<file path="config.mk">
export PLATFORM = sky130hd
export DESIGN_NAME = cond_exec_stage
export DESIGN_NICKNAME = d
export VERILOG_FILES = /design/src/rtl/cond_pkg.sv /design/src/rtl/cond_eval.sv /design/src/rtl/cond_exec_stage.sv
export SDC_FILE = /design/constraint.sdc
export NUM_CORES = 1
export LEC_CHECK = 0
export ABC_AREA = 1
export BUFFER_PORTS_ARGS = -buffer_cell sky130_fd_sc_hd__buf_4
export CAP_MARGIN = 20
export CORE_UTILIZATION = 40
export CTS_CLUSTER_SIZE = 40
export DETAILED_ROUTE_END_ITERATION = 16
export GPL_TIMING_DRIVEN = 0
export PLACE_DENSITY = 0.68
export SYNTH_ARGS = -nofsm -noshare
export SYNTH_HDL_FRONTEND = slang
export SYNTH_HIERARCHICAL = 1
export SYNTH_SLANG_ARGS = --single-unit
</file>
<file path="constraint.sdc">
create_clock -name clk -period 4.9 [get_ports clk]
set_input_delay 1.47 -clock clk [delete_from_list [all_inputs] [get_ports clk]]
set_output_delay 1.47 -clock clk [all_outputs]
set_load 0.02 [all_outputs]
</file>
<file path="src/rtl/cond_pkg.sv">
// Shared types and constants for the conditional-execution stage.
// Holds the ARM condition-code enum, the {N,Z,C,V} bit positions and the flag width.
// No ports; imported by cond_eval and cond_exec_stage.
package cond_pkg;

  localparam int FLAG_W = 4;

  // Flag vector order is {N,Z,C,V}
  localparam int N_BIT = 3;
  localparam int Z_BIT = 2;
  localparam int C_BIT = 1;
  localparam int V_BIT = 0;

  typedef enum logic [3:0] {
    COND_EQ = 4'h0,
    COND_NE = 4'h1,
    COND_CS = 4'h2,
    COND_CC = 4'h3,
    COND_MI = 4'h4,
    COND_PL = 4'h5,
    COND_VS = 4'h6,
    COND_VC = 4'h7,
    COND_HI = 4'h8,
    COND_LS = 4'h9,
    COND_GE = 4'hA,
    COND_LT = 4'hB,
    COND_GT = 4'hC,
    COND_LE = 4'hD,
    COND_AL = 4'hE,
    COND_NV = 4'hF
  } cond_e;

endpackage

</file>
<file path="src/rtl/cond_eval.sv">
// Condition evaluator: decides whether an ARM condition code passes for a flag vector.
// Latency: purely combinational, zero cycles. No backpressure.
// Ports: i_cond (condition code), i_flags ({N,Z,C,V}), o_pass (1 = condition holds).
module cond_eval
  import cond_pkg::*;
(
  input  cond_e             i_cond,
  input  logic [FLAG_W-1:0] i_flags,
  output logic              o_pass
);

  logic w_n;
  logic w_z;
  logic w_c;
  logic w_v;

  assign w_n = i_flags[N_BIT];
  assign w_z = i_flags[Z_BIT];
  assign w_c = i_flags[C_BIT];
  assign w_v = i_flags[V_BIT];

  always_comb begin
    o_pass = 1'b0;
    case (i_cond)
      COND_EQ: o_pass = w_z;
      COND_NE: o_pass = ~w_z;
      COND_CS: o_pass = w_c;
      COND_CC: o_pass = ~w_c;
      COND_MI: o_pass = w_n;
      COND_PL: o_pass = ~w_n;
      COND_VS: o_pass = w_v;
      COND_VC: o_pass = ~w_v;
      COND_HI: o_pass = w_c & ~w_z;
      COND_LS: o_pass = ~w_c | w_z;
      COND_GE: o_pass = (w_n == w_v);
      COND_LT: o_pass = (w_n != w_v);
      COND_GT: o_pass = ~w_z & (w_n == w_v);
      COND_LE: o_pass = w_z | (w_n != w_v);
      COND_AL: o_pass = 1'b1;
      COND_NV: o_pass = 1'b0;
      default: o_pass = 1'b0;
    endcase
  end

endmodule

</file>
<file path="src/rtl/cond_exec_stage.sv">
// Conditional-execution stage at ID/EXE: holds one instruction and its condition-pass bit.
// Latency: one cycle from in_valid to out_valid/out_exec; flags forwarded from EXE same cycle.
// Backpressure: stall holds the entry (pass re-evaluated each cycle), flush empties it and wins.
// Ports: clk/rst (async, active-high); in_valid/in_cond/in_s decoded instruction; stall, flush;
//   sr_flags (status register), fwd_flags/fwd_valid (EXE forwarding); out_valid, out_exec,
//   out_sr_ld, out_cond. With COND_STATS_EN defined: fail_count, exec_count retirement counters.
module cond_exec_stage #(
  parameter int FLAG_W = 4,
  parameter int CNT_W  = 16
) (
  input  logic              clk,
  input  logic              rst,
  input  logic              in_valid,
  input  logic [3:0]        in_cond,
  input  logic              in_s,
  input  logic              stall,
  input  logic              flush,
  input  logic [FLAG_W-1:0] sr_flags,
  input  logic [FLAG_W-1:0] fwd_flags,
  input  logic              fwd_valid,
  output logic              out_valid,
  output logic              out_exec,
  output logic              out_sr_ld,
  output logic [3:0]        out_cond
`ifdef COND_STATS_EN
  ,
  output logic [CNT_W-1:0]  fail_count,
  output logic [CNT_W-1:0]  exec_count
`endif
);

  import cond_pkg::*;

  // r_valid is the EMPTY/FULL state bit
  logic              r_valid;
  cond_e             r_cond;
  logic              r_s;
  logic              r_pass;

  logic [FLAG_W-1:0] w_eff_flags;
  cond_e             w_cond_sel;
  logic              w_pass;
  logic              w_hold;

  assign w_eff_flags = fwd_valid ? fwd_flags : sr_flags;

  // A stalled FULL entry re-evaluates its own cond; otherwise the incoming cond is evaluated
  assign w_hold      = stall & r_valid;
  assign w_cond_sel  = w_hold ? r_cond : cond_e'(in_cond);

  cond_eval u_cond_eval (
    .i_cond  (w_cond_sel),
    .i_flags (w_eff_flags),
    .o_pass  (w_pass)
  );

  always_ff @(posedge clk or posedge rst) begin
    if (rst) begin
      r_valid <= 1'b0;
      r_cond  <= COND_EQ;
      r_s     <= 1'b0;
      r_pass  <= 1'b0;
    end else if (flush) begin
      r_valid <= 1'b0;
      r_pass  <= 1'b0;
    end else if (stall) begin
      // Stalled while EMPTY: stay EMPTY and ignore in_valid
      if (r_valid) begin
        r_pass <= w_pass;
      end
    end else begin
      r_valid <= in_valid;
      r_cond  <= cond_e'(in_cond);
      r_s     <= in_s;
      r_pass  <= w_pass;
    end
  end

  assign out_valid = r_valid;
  assign out_exec  = r_valid & r_pass;
  assign out_sr_ld = r_valid & r_pass & r_s;
  assign out_cond  = r_cond;

`ifdef COND_STATS_EN
  logic             w_retire;
  logic [CNT_W-1:0] r_fail_cnt;
  logic [CNT_W-1:0] r_exec_cnt;

  assign w_retire = r_valid & ~stall & ~flush;

  // Saturating counters, cleared only by reset
  always_ff @(posedge clk or posedge rst) begin
    if (rst) begin
      r_fail_cnt <= '0;
      r_exec_cnt <= '0;
    end else if (w_retire) begin
      if (r_pass) begin
        if (r_exec_cnt != '1) r_exec_cnt <= r_exec_cnt + 1'b1;
      end else begin
        if (r_fail_cnt != '1) r_fail_cnt <= r_fail_cnt + 1'b1;
      end
    end
  end

  assign fail_count = r_fail_cnt;
  assign exec_count = r_exec_cnt;
`else
  logic [CNT_W-1:0] w_unused_cnt;
  assign w_unused_cnt = '0;
`endif

endmodule

</file>
* Word-level counts from Yosys, hierarchy flattened
Cells that the tools add are included.
Word-level totals: flip-flop bits (word level) 7, output and inout bits 7, word-level logic and storage cells 46
Operators by class: equal/unequal tests 19, multiplexer cells 8, bitwise operators 13, reductions and logical operators 2
Operators by type and width (number):
- 4-bit equality test, second input constant | 8
- 4-bit by 3-bit equality test with 1-bit output, second input constant | 4
- 1-bit case mux with 16 select lines | 1
- 4-bit by 2-bit equality test with 1-bit output, second input constant | 2
- 4-bit two-way mux | 2
- 1-bit inverter | 6
- 1-bit AND | 5
- 1-bit two-way mux | 5
- 4-bit by 1-bit equality test with 1-bit output, second input constant | 1
- 4-bit zero test | 1
- 3-bit by 1-bit inequality test with 1-bit output, second input constant | 1
- 2-bit by 1-bit inequality test with 1-bit output, second input constant | 1
- 1-bit OR | 2
- 2-bit AND reduction | 1
- 1-bit equality test | 1
- 1-bit inequality test | 1

* Logic depth before layout (Yosys ltp)
Gate-level depths: netlist of run 1.
depth in word-level cells 7, mapped depth 17, depth with buffers taken out 17

* Modules after synthesis
The synthesis of run 1 kept the hierarchy.
Modules (own cells, without submodules):
- cond_exec_stage | instances 1, cells each 59, area each 399.1 sq um
- cond_eval | instances 1, cells each 45, area each 205.2 sq um

* Worst setup path before layout of run 1
Ideal clock, no wire load.
path type input -> register, start point in stall, end point reg r_pass, arrival time 2792 ps, required time 4835 ps, path slack 2043 ps, cell stages on the path 14, buffers on the path 0, cells stage by stage nand2_1 o21ai_0 nand2_1 nand3_1 nand2_1 nand2_1 nand2_1 nand3_1 nand2_1 nand3_2 inv_1 nor2_1 nand2_1 nand2_1
On the way: cells in the longest elaborated chain, start to end 7, elaborated cells on any way between the ends 23
RTL lines:
- start, declared | line cond_exec_stage.sv:16 | input logic stall,
- 1-bit AND * | line cond_exec_stage.sv:48 | assign w_hold = stall & r_valid;
- 4-bit two-way mux * | line cond_exec_stage.sv:49 | assign w_cond_sel = w_hold ? r_cond : cond_e'(in_cond);
- named net w_cond_sel[1] | line cond_exec_stage.sv:41 | cond_e w_cond_sel;
- 4-bit equality test (tied with other cells) | line cond_eval.sv:24 | case (i_cond)
- 1-bit case mux with 16 select lines * | line cond_eval.sv:24
- named net w_pass | line cond_exec_stage.sv:42 | logic w_pass;
- 1-bit two-way mux | line cond_exec_stage.sv:68 | if (r_valid) begin
- 1-bit two-way mux * | line cond_exec_stage.sv:66 | end else if (stall) begin
- 1-bit two-way mux * | line cond_exec_stage.sv:63 | end else if (flush) begin
- end signal, assigned | line cond_exec_stage.sv:69 | r_pass <= w_pass;
- end signal, assigned | line cond_exec_stage.sv:75 | r_pass <= w_pass;
- end, declared | line cond_exec_stage.sv:38 | logic r_pass;
Mark *: on every way through the listed nets, which the timed path passes. The rest lies on a longest branch. The select of a mux whose other input is x is not followed. A chain may end at the register's enable or synchronous reset.

* Final worst setup path of run 1
Same ends and word-level chain as after synthesis.

==> results of run 1 <==
[routing by layer]
| layer | vias to the layer above | global-route usage [%] | wire length (um) |
|---|---|---|---|
| li1 | 383 | - | - |
| met1 | 293 | 27.2 | 693 |
| met2 | 20 | 28.1 | 584 |
| met3 | 2 | 4.35 | 72 |
| met4 | 0 | 10.8 | 11 |
| met5 | - | 0 | 0 |
[metrics by stage]
step / instance area [um2] / total power, mW / std cells / setup WS (ns)
after floorplan: 604 / 0.113 / 104 / 2.04
after detailed placement: 811 / 0.141 / 144 / 1.70
final: 837 / 0.194 / 148 / 1.99
after global routing: 837 / 0.211 / 148 / 1.71
after global placement: 811 / 0.140 / 144 / 1.71
after CTS: 837 / 0.196 / 148 / 1.97
[power by group]
part           leakage (nW)  switching, mW  total [mW]  internal [mW]
sequential           0.0878        0.00391      0.0687         0.0648
combinational         0.391         0.0400      0.0707         0.0308
clock                0.0150         0.0235      0.0547         0.0312
[flip-flops by register name (all words and copies together), names as in the netlist]
signal,flops
r_pass,1
out_cond,4
r_s,1
out_valid,1
[cells by family (layout without fill, tap and decap cells)]
group	Yosys count	in the layout	synth area share, %
DFF	7	7	29.0
buffers and inverters	23	52	15.5
and+or+nand+nor	54	54	38.1
AOI/OAI and AO/OA	20	20	17.4
[cell usage in the layout (no fill, tap or decap), drive strengths merged]
cell	count
buf	26
dfrtp	7
inv	22
nand2	35
o21ai	17
nand4	1
nand3	10
a21oi	1
clkbuf	4
nor2	8
o211ai	2
[final cells by class]
type / count / share of cell area [%]
Timing Repair Buffer: 25 / 22.4
Sequential cell: 7 / 20.9
Tap cell: 15 / 2.24
Clock buffer: 4 / 3.14
Inverter: 22 / 9.87
Multi-Input combinational cell: 74 / 40.1
Buffer: 1 / 1.35
[final timing paths]
check / end / depth (start not counted)
min reg2reg: r_s / 2
max in group asynchronous: out_cond[2] / 2
max: r_pass / 15
min in group asynchronous: out_cond[3] / 2
min: r_s / 2
max reg2reg: r_pass / 14
[worst max-delay path: stages]
cell     delay (ns)
buf_4          0.10
nand2_1        0.16
o21ai_0        0.51
nand2_1        0.21
nand3_1        0.11
nand2_1        0.05
nand2_1        0.06
nand2_1        0.04
nand3_1        0.06
nand2_1        0.06
nand3_2        0.07
inv_1          0.03
nor2_1         0.07
nand2_1        0.05
nand2_1        0.05
==> qor.csv, run 1 <==
metric,value,unit
max_slew_margin,62.0,%
cp-start-kind,input port,
syn_area,604,um2
clock_skew,0.00461,ns
num_vias,698,
cts.root.buffer_cell,clkbuf_4,
pwr_density_cell,232,nW/um2
synth_edf_count,0,
cp_max_fo,9,
syn_to_final_growth,38.5,%
synth.top_cell.area_share,29.0,%
cp.arrival,3.11,ns
synthFlopType,dfrtp_1,
whs,0.539,ns
r2r-start,out_valid,
die_h,40.9,um
p_leak,0.494,nW
synth-seq-area-share,29.0,%
htreeDepth,1,
cts_buffer_depth,2,
grt_overflow,0,
gp_congestion,0.728,
drtAntennaViolNets,0,
synth.largest_area_cell,dfrtp_1,
placementRows,13,
reg2reg_slack,2.89,ns
async_flop_share,100,%
num_antenna_cells,0,
cts_tree,done,
finalCriticalPeriod,2.91,ns
fill_cells,138,
syn_inst,104,
clock_latency,0.25,ns
yosysWarnings,6,
rsz0062_at_grt,false,
finalSetupTns,0,ns
drt_iter0_markers,17,
cp.required,5.09,ns
grt_usage,19.7,%
cts-hold-fix-buffers,0,
worst_pin_slew,0.564,ns
multiInputGateArea,335,um2
port_buffers,25,
antenna_found_initial,0,
netlist_top_cells_count,"nand2_1, inv_1, o21ai_0",
wl_per_cell,9.20,um
timing.fmax,343,MHz
ys_top_cells_by_area,"dfrtp_1, nand2_1, inv_1, o21ai_0, nand3_1",
cts-buffers-inserted,3,
remaining_drc_errors,0,
setup_viol,0,
layout.nets,153,
drive_gt1_share,26.3,%
clk_pin_slew,0.06,ns
hold_viol,0,
min_period_over_period,59.5,%
outcome,"finished, final reports clean",
min_path_type,reg2reg,
dp_hpwl,1160,um
core_area,1350,um2
synth.distinct_cells,14,
routed_wl,1360,um
die_w,40.9,um
post-cts-setup-buffers,0,
postCtsResizedCells,0,
grt_max_degree,11,
crit_start,stall,
maxCapViolations,0,
crit_path_end_kind,flop,
synth.most_common_cell,nand2_1,
drt_pre_antenna_iters,5,
grt_pass1_wl,2190,um
crit_type,in2reg,
ir_worst_vdd,0.000165,V
regArea,175,um2
grt_pass1_vias,576,
initial_core_util,44.8,%
clock_sinks,7,
die_area,1670,um2
slew_viol_final,0,
vias_per_cell,4.72,
num_io_pins,26,
synth_seq_cells,7,
hp-start,r_s,
avgSynthCellArea,5.81,um2
final_util,62.0,%
synth_nets,123,
Power figures use the tool's default switching activity.
==> run 2: changes to the inputs <==
--- a/config.mk
+++ b/config.mk
@@ -12,7 +12,7 @@
 export CTS_CLUSTER_SIZE = 40
 export DETAILED_ROUTE_END_ITERATION = 16
 export GPL_TIMING_DRIVEN = 0
-export PLACE_DENSITY = 0.68
+export PLACE_DENSITY = 0.71
 export SYNTH_ARGS = -nofsm -noshare
 export SYNTH_HDL_FRONTEND = slang
 export SYNTH_HIERARCHICAL = 1
==> constraint.sdc (replaced) <==
create_clock -name clk -period 2.5 [get_ports clk]
set_input_delay 0.75 -clock clk [delete_from_list [all_inputs] [get_ports clk]]
set_output_delay 0.75 -clock clk [all_outputs]
set_load 0.02 [all_outputs]
==> qor.csv, run 2 (synthesis results as in run 1) <==
metric,value,unit
grt_usage,19.4,%
hold_viol,0,
grt_max_degree,11,
r2r-start,out_valid,
grt_pass1_wl,2110,um
placedCellCount,144,
cts_buffer_depth,2,
die_area,1670,um2
postCtsResizedCells,0,
timing.fmax,449,MHz
final_util,62.0,%
clock_latency,0.25,ns
finalCriticalPeriod,2.23,ns
max_slew_margin,60.9,%
gp_congestion,0.781,
num_io_pins,26,
fill_cells,145,
pwr_density_cell,451,nW/um2
cp-start-kind,input port,
htreeDepth,1,
post-cts-setup-buffers,0,
crit_slowest_cell,o21ai_0,
final_common_cell,nand2_1,
drt_pre_antenna_iters,4,
crit_start,stall,
vias_per_cell,4.68,
dp_hpwl,1160,um
final_cell_count_no_fill,148,
cp.required,2.69,ns
crit_path_end_kind,flop,
final_area,837,um2
wl_met3,40,um
syn_to_final_growth,38.5,%
clock_skew,0.00709,ns
routed_wl,1390,um
remaining_drc_errors,0,
maxCapViolations,0,
cts-buffers-inserted,3,
drtAntennaViolNets,0,
cts-hold-fix-buffers,0,
crit_type,in2reg,
largest_register_ffs,4,
cts.root.buffer_cell,clkbuf_4,
reg2reg_slack,0.47,ns
whs,0.434,ns
setup_viol,0,
cp_slowest_stage_delay,0.51,ns
initial_core_util,44.8,%
drt_iter0_markers,15,
grt_overflow,0,
layout_common_cells,"nand2_1, buf_4, inv_1, o21ai_0, nand3_1",
num_vias,693,
die_w,40.9,um
cp.arrival,2.42,ns
outcome,"finished, final reports clean",
clk_pin_slew,0.06,ns
cpMostUsedCell,nand2_1,
rsz0062_at_grt,false,
core_area,1350,um2
cts_tree,done,
min_period_over_period,89.0,%
cp_max_fo,9,
p_leak,0.494,nW
worst_slack,0.274,ns
clock_sinks,7,
grt_pass1_vias,552,
cp_num_buf_inv,2,
total_power,378,uW
layout.nets,153,
pre_cts_slack,0.00191,ns
crit_family,simple AND/OR/NAND/NOR gates,
drive_gt1_share,26.3,%
num_antenna_cells,0,
placed_cell_area,811,um2
die_h,40.9,um
antenna_found_initial,0,
min_path_type,in2async,
top_layer_used,met4,
port_buffers,25,
ir_worst_vdd,0.000297,V
wl_per_cell,9.41,um
crit_chain,buf_4 > nand2_1 > o21ai_0 > nand2_1 > nand3_1 > nand2_1 > nand2_1 > nand2_1 > nand3_1 > nand2_1 > nand3_2 > inv_1 > nor2_1 > nand2_1 > nand2_1,
placementRows,13,
finalSetupTns,0,ns
met1_length,687,um
slew_viol_final,0,
worst_pin_slew,0.580,ns
wl_met2,643,um
[run 2: cell counts in the layout (fill, tap and decap cells not counted)]
No cell type changed its count.
[run 2: worst paths after layout]
kind,to,cells after the start
min in group clk,r_pass,2
max in group asynchronous,out_cond[3],2
hold / removal,out_cond[2],2
setup reg to reg,r_pass,14
setup / recovery,r_pass,15
hold reg to reg,r_pass,2
[run 2: layout make-up]
cell class	count	area, um2	area share (%)
buffer	1	11.3	1.35
clock buffer	4	26.3	3.14
inverter	22	82.6	9.87
multi-input combinational	74	335	40.1
sequential	7	175	20.9
tap	15	18.8	2.24
timing repair buffer	25	188	22.4
[run 2: where the power goes]
| group | switching, mW | leakage, nW | total (mW) | internal, mW |
|---|---|---|---|---|
| Sequential | 0.00720 | 0.0878 | 0.134 | 0.127 |
| Combinational | 0.0798 | 0.391 | 0.140 | 0.0603 |
| Clock | 0.0423 | 0.0150 | 0.103 | 0.0610 |
| Total | 0.129 | 0.494 | 0.378 | 0.248 |
[run 2: per-layer routing]
metal / global-route usage (%) / vias to the layer above
met5: 0 / -
met4: 10.0 / 0
met3: 3.26 / 4
met2: 31.6 / 11
met1: 24.1 / 294
li1: - / 384
